<file path="src/rtl/control_unit.sv">
// Hardwired Moore sequencer for the Mini SRC bus datapath: fetch T0-T2, execute T3-T7.
// Optional CTRL_MULDIV_EN adds mul/div sequencing; otherwise opcodes 14/15 act as nop.
module control_unit (
   input  logic        clk,
   input  logic        reset,
   input  logic [31:0] IR,
   input  logic        stp,
   output logic        Run,
   output logic        clr,
   output logic        Gra,
   output logic        Grb,
   output logic        Grc,
   output logic        Rin,
   output logic        Rout,
   output logic        BAout,
   output logic        PCout,
   output logic        PCin,
   output logic        IncPC,
   output logic        MARin,
   output logic        MDRin,
   output logic        MDRout,
   output logic        Read,
   output logic        Write,
   output logic        IRin,
   output logic        Yin,
   output logic        Zin,
   output logic        ZLowout,
   output logic        ZHighout,
   output logic        HIin,
   output logic        LOin,
   output logic        HIout,
   output logic        LOout,
   output logic        Cout,
   output logic        conIn,
   output logic        conOut,
   output logic        InPortout,
   output logic        outPortin,
   output logic        R15ctrl,
   output logic [3:0]  ALUselect
);

   typedef enum logic [3:0] {
      S_RESET, S_T0, S_T1, S_T2, S_T3,
      S_T4, S_T5, S_T6, S_T7, S_HALT
   } state_t;

   localparam logic [4:0] OP_LD   = 5'd0,  OP_LDI  = 5'd1,  OP_ST   = 5'd2;
   localparam logic [4:0] OP_ADD  = 5'd3,  OP_SUB  = 5'd4,  OP_SHR  = 5'd5;
   localparam logic [4:0] OP_SHL  = 5'd6,  OP_ROR  = 5'd7,  OP_ROL  = 5'd8;
   localparam logic [4:0] OP_AND  = 5'd9,  OP_OR   = 5'd10, OP_ADDI = 5'd11;
   localparam logic [4:0] OP_ANDI = 5'd12, OP_ORI  = 5'd13, OP_MUL  = 5'd14;
   localparam logic [4:0] OP_DIV  = 5'd15, OP_NEG  = 5'd16, OP_NOT  = 5'd17;
   localparam logic [4:0] OP_BR   = 5'd18, OP_JR   = 5'd19, OP_JAL  = 5'd20;
   localparam logic [4:0] OP_IN   = 5'd21, OP_OUT  = 5'd22, OP_MFHI = 5'd23;
   localparam logic [4:0] OP_MFLO = 5'd24, OP_HALT = 5'd26;

   state_t     state, nxt, last_st;
   logic [4:0] op;
   logic [3:0] alu_op;
   logic       unused_ir;

   assign op        = IR[31:27];
   assign unused_ir = ^IR[26:0];

   // Final execute step of the current opcode; T2 means fetch-only
   always_comb begin
      last_st = S_T2;
      case (op)
         OP_LD, OP_ST: last_st = S_T7;
         OP_LDI, OP_ADD, OP_SUB, OP_SHR, OP_SHL, OP_ROR, OP_ROL,
         OP_AND, OP_OR, OP_ADDI, OP_ANDI, OP_ORI: last_st = S_T5;
         OP_NEG, OP_NOT, OP_JAL: last_st = S_T4;
         OP_BR: last_st = S_T6;
         OP_JR, OP_IN, OP_OUT, OP_MFHI, OP_MFLO: last_st = S_T3;
`ifdef CTRL_MULDIV_EN
         OP_MUL, OP_DIV: last_st = S_T6;
`endif
         default: last_st = S_T2;
      endcase
   end

   always_comb begin
      alu_op = 4'b0000;
      case (op)
         OP_LD, OP_LDI, OP_ST,
         OP_ADD, OP_ADDI: alu_op = 4'b0001;
         OP_SUB:          alu_op = 4'b0010;
         OP_MUL:          alu_op = 4'b0011;
         OP_DIV:          alu_op = 4'b0100;
         OP_SHR:          alu_op = 4'b0101;
         OP_AND, OP_ANDI: alu_op = 4'b0110;
         OP_OR, OP_ORI:   alu_op = 4'b0111;
         OP_SHL:          alu_op = 4'b1000;
         OP_ROR:          alu_op = 4'b1010;
         OP_ROL:          alu_op = 4'b1011;
         OP_NEG:          alu_op = 4'b1100;
         OP_NOT:          alu_op = 4'b1101;
         default:         alu_op = 4'b0000;
      endcase
   end

   always_ff @(posedge clk or negedge reset) begin
      if (!reset) state <= S_RESET;
      else        state <= nxt;
   end

   always_comb begin
      nxt = state;
      case (state)
         S_RESET: nxt = S_T0;
         S_T0:    nxt = S_T1;
         S_T1:    nxt = S_T2;
         S_HALT:  nxt = S_HALT;
         default: begin
            if (state == S_T2 && op == OP_HALT)
               nxt = S_HALT;
            else if (state >= last_st)
               nxt = stp ? S_HALT : S_T0;
            else
               nxt = state_t'(state + 4'd1);
         end
      endcase
   end

   always_comb begin
      Run = 1'b0; clr = 1'b0;
      Gra = 1'b0; Grb = 1'b0; Grc = 1'b0;
      Rin = 1'b0; Rout = 1'b0; BAout = 1'b0;
      PCout = 1'b0; PCin = 1'b0; IncPC = 1'b0;
      MARin = 1'b0; MDRin = 1'b0; MDRout = 1'b0;
      Read = 1'b0; Write = 1'b0; IRin = 1'b0;
      Yin = 1'b0; Zin = 1'b0;
      ZLowout = 1'b0; ZHighout = 1'b0;
      HIin = 1'b0; LOin = 1'b0; HIout = 1'b0; LOout = 1'b0;
      Cout = 1'b0; conIn = 1'b0; conOut = 1'b0;
      InPortout = 1'b0; outPortin = 1'b0; R15ctrl = 1'b0;
      ALUselect = 4'b0000;
      case (state)
         S_RESET: clr = 1'b1;
         S_T0: begin
            Run = 1'b1; PCout = 1'b1; MARin = 1'b1;
            IncPC = 1'b1; Zin = 1'b1; ALUselect = 4'b1001;
         end
         S_T1: begin
            Run = 1'b1; ZLowout = 1'b1; PCin = 1'b1;
            Read = 1'b1; MDRin = 1'b1;
         end
         S_T2: begin
            Run = 1'b1; MDRout = 1'b1; IRin = 1'b1;
         end
         S_T3: begin
            Run = 1'b1;
            case (op)
               OP_LD, OP_LDI, OP_ST: begin
                  Grb = 1'b1; BAout = 1'b1; Yin = 1'b1;
               end
               OP_ADD, OP_SUB, OP_SHR, OP_SHL, OP_ROR, OP_ROL,
               OP_AND, OP_OR, OP_ADDI, OP_ANDI, OP_ORI: begin
                  Grb = 1'b1; Rout = 1'b1; Yin = 1'b1;
               end
               OP_NEG, OP_NOT: begin
                  Grb = 1'b1; Rout = 1'b1; Zin = 1'b1; ALUselect = alu_op;
               end
               OP_BR:   begin Gra = 1'b1; Rout = 1'b1; conIn = 1'b1; end
               OP_JR:   begin Gra = 1'b1; Rout = 1'b1; PCin = 1'b1; end
               OP_JAL:  begin R15ctrl = 1'b1; PCout = 1'b1; end
               OP_IN:   begin Gra = 1'b1; Rin = 1'b1; InPortout = 1'b1; end
               OP_OUT:  begin Gra = 1'b1; Rout = 1'b1; outPortin = 1'b1; end
               OP_MFHI: begin HIout = 1'b1; Gra = 1'b1; Rin = 1'b1; end
               OP_MFLO: begin LOout = 1'b1; Gra = 1'b1; Rin = 1'b1; end
`ifdef CTRL_MULDIV_EN
               OP_MUL, OP_DIV: begin Gra = 1'b1; Rout = 1'b1; Yin = 1'b1; end
`endif
               default: ;
            endcase
         end
         S_T4: begin
            Run = 1'b1;
            case (op)
               OP_LD, OP_LDI, OP_ST, OP_ADDI, OP_ANDI, OP_ORI: begin
                  Cout = 1'b1; Zin = 1'b1; ALUselect = alu_op;
               end
               OP_ADD, OP_SUB, OP_SHR, OP_SHL, OP_ROR, OP_ROL,
               OP_AND, OP_OR: begin
                  Grc = 1'b1; Rout = 1'b1; Zin = 1'b1; ALUselect = alu_op;
               end
               OP_NEG, OP_NOT: begin
                  ZLowout = 1'b1; Gra = 1'b1; Rin = 1'b1;
               end
               OP_BR:  begin PCout = 1'b1; Yin = 1'b1; end
               OP_JAL: begin Gra = 1'b1; Rout = 1'b1; PCin = 1'b1; end
`ifdef CTRL_MULDIV_EN
               OP_MUL, OP_DIV: begin
                  Grb = 1'b1; Rout = 1'b1; Zin = 1'b1; ALUselect = alu_op;
               end
`endif
               default: ;
            endcase
         end
         S_T5: begin
            Run = 1'b1;
            case (op)
               OP_LD, OP_ST: begin ZLowout = 1'b1; MARin = 1'b1; end
               OP_LDI, OP_ADD, OP_SUB, OP_SHR, OP_SHL, OP_ROR, OP_ROL,
               OP_AND, OP_OR, OP_ADDI, OP_ANDI, OP_ORI: begin
                  ZLowout = 1'b1; Gra = 1'b1; Rin = 1'b1;
               end
               OP_BR: begin
                  Cout = 1'b1; Zin = 1'b1; ALUselect = 4'b0001;
               end
`ifdef CTRL_MULDIV_EN
               OP_MUL, OP_DIV: begin ZLowout = 1'b1; LOin = 1'b1; end
`endif
               default: ;
            endcase
         end
         S_T6: begin
            Run = 1'b1;
            case (op)
               OP_LD: begin Read = 1'b1; MDRin = 1'b1; end
               OP_ST: begin Gra = 1'b1; Rout = 1'b1; MDRin = 1'b1; end
               OP_BR: begin ZLowout = 1'b1; conOut = 1'b1; end
`ifdef CTRL_MULDIV_EN
               OP_MUL, OP_DIV: begin ZHighout = 1'b1; HIin = 1'b1; end
`endif
               default: ;
            endcase
         end
         S_T7: begin
            Run = 1'b1;
            case (op)
               OP_LD: begin MDRout = 1'b1; Gra = 1'b1; Rin = 1'b1; end
               OP_ST: begin MDRout = 1'b1; Write = 1'b1; end
               default: ;
            endcase
         end
         default: ;
      endcase
   end

endmodule

</file>
<file path="config.mk">
export PLATFORM = sky130hd
export DESIGN_NAME = control_unit
export DESIGN_NICKNAME = d
export VERILOG_FILES = /design/src/rtl/control_unit.sv
export SDC_FILE = /design/constraint.sdc
export NUM_CORES = 1
export LEC_CHECK = 0
export ABC_AREA = 1
export CAP_MARGIN = 10
export CORE_UTILIZATION = 42
export CTS_BUF_LIST = sky130_fd_sc_hd__clkbuf_4 sky130_fd_sc_hd__clkbuf_8
export CTS_CLUSTER_DIAMETER = 60
export DETAILED_ROUTE_END_ITERATION = 6
export GPL_ROUTABILITY_DRIVEN = 0
export PLACE_DENSITY = 0.84
export SETUP_SLACK_MARGIN = 0.02
export SLEW_MARGIN = 10
export SYNTH_ARGS = -nofsm -noshare
export SYNTH_HDL_FRONTEND = slang
export SYNTH_SLANG_ARGS = --single-unit
</file>
<file path="constraint.sdc">
create_clock -name clk -period 4 [get_ports clk]
set_input_delay 0.8 -clock clk [delete_from_list [all_inputs] [get_ports clk]]
set_output_delay 0.8 -clock clk [all_outputs]
set_load 0.05 [all_outputs]
</file>
# After elaboration in Yosys (flattened, before gate mapping)
# Memories as Yosys holds them, arrays and structs flattened.
# Index checks and enable logic that the tools add are counted.
# totals
reg_bits,4
rom_bits,256
inputBits,35
out_inout_bits,35
mem_count,2
# op_classes
addsub,1
magnitude_cmp,1
n_eq_ne,32
mux,58
n_reduce_logical,17
# mem_list
name,depth,width,read_ports,rd_ports_with_merged_regs,write_ports,line_no,text
(name not given),32,4,1,0,0,84,case (op)
(name not given),32,4,1,0,0,68,case (op)
# op_table
op,n
$eq 5x5->1 const B,10
$mux 1,38
$pmux 4 s4,2
$reduce_or 16->1,2
$eq 5x4->1 const B,6
$eq 5x3->1 const B,4
$mux 4,5
$eq 4x3->1 const B,4
$reduce_or 8->1,2
$reduce_or 14->1,1
$pmux 1 s2,6
$pmux 1 s4,3
$reduce_or 12->1,1
$reduce_or 6->1,2
$eq 5x2->1 const B,2
$pmux 1 s3,3
$reduce_or 3->1,3
$reduce_or 9->1,1
$eq 4x2->1 const B,2
$eq 4x4->1 const B,2
$eq 5x1->1 const B,1
$logic_not 5->1,1
$pmux 1 s5,1
$add 4x1->4 const B,1
5 further kinds,6

# Logic depth before layout (Yosys ltp)
# Gate-level depths: netlist of the first run.
# An unclocked memory read counts as a cell.
# depth
word_depth,5
mapped_depth,17

# Least setup slack after synthesis of the first run
# No wires, ideal clock.
# synth_timing
path_kind,in2out
from,input IR[31]
to,output outPortin
t_arrival_ns,2.750
required_time_ns,3.200
path_slack_ns,0.450
path_stages,4
cell_sequence,buf_2 inv_1 buf_4 nor4_1
# synth_via
elab_chain_cells,3
# synth_lines
item,line_no,text
from (decl),6,"input logic [31:0] IR,"
$eq 5x5->1,153,case (op)
$mux 1,153,
$mux 1,138,case (state)
to (decl),37,"output logic outPortin,"
# No other way between the ends.

# Final worst setup path of the first run
# layout_timing
from,input IR[28]
to,output ALUselect[0]
# layout_via
elab_chain_cells,4
# layout_lines
item,line_no,text
"parallel branches: the longest is 3 deep, another holds $mem_v2 32x4",-,
$pmux 4 s4 (*),138,
to (decl),39,output logic [3:0] ALUselect
# Mark *: on every way between the ends.

==> flow_summary.yaml, run 1 <==
layout:
  area_growth_pct: 39.8
  regArea_um2: 100
  largest_reg_flops: 4
  drive_above_1_share_pct: 18.4
  diodes: 0
  top_register: "state"
  nets: 340
  multiInputGateArea_mm2: 0.00105
  instances_no_fill: 332
  layout_commonest_cell: "nand2_1"
  nFillCells: 298
  final_cell_mix: "nand2_1, inv_1, nand3_1"
  reg_top3: "state: 4 flops"
  postLayoutCoreUtil_pct: 62.2
worst_setup_path:
  crit_path_max_fanout: 7
  end_kind: "output pin"
  setup.worst_path.start_class: "input pin"
  rrSetupSlack_ns: 2.38
  worstReg2RegStart: "state[0]"
  r2r-end: "state[0]"
  critPathRequiredTime_ns: 3.20
  arrival_ns: 2.97
  crit_type: "input pin to output pin"
  rr_worst_depth: 8
  cp-startpoint: "IR[28]"
  endpoint: "ALUselect[0]"
power:
  vdd_ir_drop_max_uv: 250
  seqPwrFrac_pct: 9.1
  comb_power_share_pct: 86.4
  p_int_w: 0.000395
  p_clk_share_pct: 4.5
  pwr_density_cell_mw_per_mm2: 531
  leakage_nw: 1.10
  power_switching_w: 0.000623
  netSwitchingFraction_pct: 61.2
route:
  drt-total-wl_mm: 3.92
  vias: 1700
  met3_length_um: 208
  vias_per_cell: 5.12
  met1_length_mm: 1.66
  drt_iter0_drc: 100
  drc: 0
  ant_nets: 0
  dr_wl_met2_mm: 1.97
  dr.pass1.iters: 4
  highest_layer: "met4"
  detail_route.wl_per_cell_um: 11.8
floorplanning:
  dieArea_mm2: 0.00349
  io-pin-count: 70
  num_rows: 20
  die-height_um: 59.1
  die_width_um: 59.1
  core_area_mm2: 0.00308
  initial_core_util_pct: 44.5
cts:
  cts_resized: 0
  path_clk_slew_ns: 0.03
  ctsHtreeMaxLevel: 1
  cts_setup_buffers: 0
  clock_path_buffers: 2
  hold_buffers: 0
  clkLatencyLatePin_ns: 0.22
  cts_tree: "built"
  cts_made_buffers: 3
  cts.sinks: 4
  cts-root-buf: "clkbuf_4"
sta:
  relSlewSlack_pct: 66.6
  hold_viol_final: 0
  rsz0062_at_grt: "no"
  setup_viol: 0
  fmax_ghz: 0.265
  fin_crit_sh_pct: 94.2
  final-max-slew-violation-count: 0
  tightest_slew_ns: 0.497
  clock_skew_ns: 0.00307
  setup-tns-final_ns: 0
  fin_crit_ns: 3.77
synthesis:
  synth_seq_cells: 4
  ys_top_cells_by_area: "nand2_1, ha_1, nand3_1, inv_1, nor2_1"
  netlist_area_mm2: 0.00137
  yosys_warnings: 0
  synth_top_cell_area_share_pct: 18.4
  ys_seq_area_share_pct: 7.31
  synth_cell_types: 26
  synth_top_cell_by_area: "nand2_1"
  postSynthAreaPerCell_um2: 5.48
  synth_cells: 250
grt:
  grt.total_usage_pct: 23.2
  grt_overflow_total: 0
  grt_first_pass_wirelength_mm: 6.38
  grt_max_degree: 16
  grt_pass1_vias: 1564
  grt_antenna_before_repair: 0
min_path:
  hold_path.class: "register to register"
place:
  port_buffers: 39
  dp.cells: 329
  hpwlAfterDp_mm: 3.20
flow_run:
  cap_violations: 0
outcome:
  outcome: "completed"
## worst min-delay path by stage
stage / start / endpoint / cells past startpoint
after detailed placement: state[0] / state[0] / 3
final: state[0] / state[0] / 3
after floorplan: reset / state[0] / 0
after CTS: state[0] / state[0] / 3
after global routing: state[0] / state[0] / 3
after global placement: state[0] / state[0] / 3
## through the flow
| stage | hold slack [ns] | power [W] | cell area (um2) | setup WS (ns) |
|---|---|---|---|---|
| after global routing | 0.726 | 0.00110 | 1920 | 0.110 |
| after CTS | 0.680 | 0.00102 | 1920 | 0.268 |
| after global placement | 0.642 | 0.000957 | 1890 | 0.265 |
| final | 0.679 | 0.00102 | 1920 | 0.232 |
| after detailed placement | 0.673 | 0.000971 | 1890 | 0.277 |
| after floorplan | 0.504 | 0.000676 | 1380 | 0.450 |
## kinds of logic after synthesis
| logic type | after synthesis | share of synthesized area, % |
|---|---|---|
| DFF | 4 | 7.31 |
| AOI/OAI and AO/OA | 21 | 7.67 |
| and+or+nand+nor | 157 | 53.8 |
| buffers and inverters | 51 | 16.6 |
| adders and majority gates | 15 | 13.7 |
| other | 1 | 0.274 |
| xor gates and xnor gates | 1 | 0.639 |
## layer usage
metal	vias up	global-route usage, %
met2	61	41.2
met1	766	28.9
met3	8	1.97
li1	865	-
met4	0	8.50
met5	-	0
## layout make-up
cell class,count,area share [%]
Tap cell,44,2.87
Timing Repair Buffer,42,27.7
Multi-Input combinational cell,197,54.8
Sequential cell,4,5.23
Inverter,42,8.23
Clock buffer,3,1.18
## Yosys cell counts, drive strengths merged
| cell | number |
|---|---|
| inv | 42 |
| nand2 | 72 |
| o21ai | 12 |
| xor2 | 1 |
| a21oi | 9 |
| nor3 | 6 |
| nor4 | 1 |
| dfrtp | 4 |
| and3 | 1 |
| nand4 | 8 |
| conb | 1 |
| nor2 | 36 |
| buf | 9 |
| ha | 15 |
| nand3 | 33 |
## critical path, cell delays in order
cell             delay [ns]
clkdlybuf4s50_1        0.57
inv_1                  0.15
ha_1                   0.29
nor2_1                 0.23
inv_1                  0.12
nand3_1                0.15
nand3_2                0.22
nand3_1                0.13
nand3_1                0.13
buf_12                 0.18
## power groups by stage
stage | clock network, W | registers (W) | logic (W)
floorplan | 0 | 0.0000775 | 0.000598
global placement | 0 | 0.0000901 | 0.000867
detailed placement | 0 | 0.0000921 | 0.000879
CTS | 0.0000480 | 0.0000916 | 0.000880
global route | 0.0000527 | 0.0000947 | 0.000949
finish | 0.0000463 | 0.0000925 | 0.000879
Note: power is estimated with default switching activity, not from simulation.
==> run 2: changes to the inputs <==
Settings changed: SLEW_MARGIN 10 to 0.
==> results of run 2 <==
Same layout as run 1: the final DEF is identical, and so are final timing and power.
==> run 3: changes to the inputs <==
Settings changed: REMOVE_ABC_BUFFERS from default to 1, SETUP_SLACK_MARGIN 0.02 to default, SKIP_CTS_REPAIR_TIMING from default to 1.
==> run 3 against run 2 <==
  * First-iteration DRC count is 10% higher
  * Sequential cell count stayed put
  * Largest power group unchanged
  * Highest routed layer unchanged
  * Fmax is 0.49% higher
  * Critical path depth stayed put
  * Hold slack worse by 0.0084 ns
  * Global-route usage is 0.99 points lower
  * Sequential power is 2.7% lower
  * Die area stayed put
==> flow_summary.yaml, run 3 (synthesized netlist as in run 1, its figures left out) <==
cts:
  path_clk_slew_ns: 0.04
  cts_tree: "built"
  cts_made_buffers: 3
  cts-root-buf: "clkbuf_4"
  cts.sinks: 4
  clkLatencyLatePin_ns: 0.23
  clock_path_buffers: 2
  ctsHtreeMaxLevel: 1
grt:
  grt_max_degree: 16
  grt.total_usage_pct: 22.2
  grt_first_pass_wirelength_mm: 6.10
  grt_antenna_before_repair: 0
  grt_pass1_vias: 1392
  grt_overflow_total: 0
layout:
  largest_reg_flops: 4
  top_register: "state"
  final_cell_mix: "nand2_1, inv_1, nand3_1"
  nFillCells: 311
  nets: 338
  regArea_um2: 100
  multiInputGateArea_mm2: 0.00105
  diodes: 0
  reg_top3: "state: 4 flops"
  layout_commonest_cell: "nand2_1"
  postLayoutCoreUtil_pct: 61.7
  drive_above_1_share_pct: 17.8
  area_growth_pct: 38.7
sta:
  fmax_ghz: 0.267
  final-max-slew-violation-count: 0
  setup_viol: 0
  rsz0062_at_grt: "no"
  tightest_slew_ns: 0.672
  fin_crit_ns: 3.75
  clock_skew_ns: 0.000211
  hold_viol_final: 0
  setup-tns-final_ns: 0
  relSlewSlack_pct: 55.1
  fin_crit_sh_pct: 93.7
flow_run:
  cap_violations: 0
floorplanning:
  core_area_mm2: 0.00308
  initial_core_util_pct: 44.5
  die_width_um: 59.1
  num_rows: 20
  dieArea_mm2: 0.00349
  die-height_um: 59.1
  io-pin-count: 70
route:
  ant_nets: 0
  dr.pass1.iters: 6
  vias_per_cell: 5.05
  drt-total-wl_mm: 3.72
  drt_iter0_drc: 110
  drc: 0
  vias: 1665
  detail_route.wl_per_cell_um: 11.3
worst_setup_path:
  worstReg2RegStart: "state[2]"
  crit_top_cell: "inv_1"
  r2r-end: "state[0]"
  arrival_ns: 2.95
  critPathSlowestCell: "clkdlybuf4s50_1"
  end_kind: "output pin"
  setup.worst_path.start_class: "input pin"
  crit_type: "input pin to output pin"
  crit_path_max_fanout: 7
  critPathRequiredTime_ns: 3.20
  rrSetupSlack_ns: 2.45
  rr_worst_depth: 9
  cpPeakStageDelay_ns: 0.57
  crit_chain: "clkdlybuf4s50_1, inv_1, ha_1, nor2_1, inv_1, nand3_1, nand3_2, nand2_1, nand4_1, buf_4"
min_path:
  min_path_cells: 3
  whs_endpoint: "state[0]"
  hold_path.class: "register to register"
  min_from: "state[0]"
power:
  p_total_w: 0.00102
  pwr_density_cell_mw_per_mm2: 535
  vdd_ir_drop_max_uv: 258
  leakage_nw: 1.09
place:
  hpwlAfterDp_mm: 3.08
  port_buffers: 39
outcome:
  outcome: "completed"
[run 3: layout make-up]
cell class | instances | share of cell area [%]
Multi-Input combinational cell | 197 | 55.2
Inverter | 42 | 8.29
Timing Repair Buffer | 40 | 27.1
Tap cell | 44 | 2.90
Clock buffer | 3 | 1.18
Sequential cell | 4 | 5.27
[run 3: layer usage]
metal / vias up / part of all wire [%] / global-route usage (%)
li1: 865 / - / -
met1: 709 / 44 / 31.9
met2: 87 / 47 / 35.7
met3: 4 / 8.1 / 1.97
met4: 0 / 0.56 / 5.10
met5: - / 0 / 0
[run 3: stage by stage]
step	setup slack [ns]	std cells	hold WS [ns]	cell area, um2
floorplan	0.483	243	0.504	1310
global placement	0.332	327	0.650	1880
detailed placement	0.274	327	0.665	1880
CTS	0.272	330	0.682	1900
global route	0.0646	330	0.743	1900
finish	0.251	330	0.671	1900
[run 3: critical path: cells and delay by family]
family / cells / cell delay [ns]
buffers and inverters: 4 / 1.04
and+or+nand+nor: 5 / 0.82
adders and majority gates: 1 / 0.29
[run 3: how the worst max path moves through the flow]
stage	startpoint	to
2_1_floorplan	IR[27]	outPortin
3_3_place_gp	IR[28]	Gra
3_5_place_dp	IR[28]	Zin
4_1_cts	IR[28]	Zin
5_1_grt	IR[28]	Rin
6_report	IR[28]	Zin
[run 3: power breakdown]
group | total (W) | switching (W) | internal, W
clock network | 0.0000504 | 0.0000168 | 0.0000336
logic | 0.000876 | 0.000575 | 0.000302
registers | 0.0000900 | 0.0000310 | 0.0000590
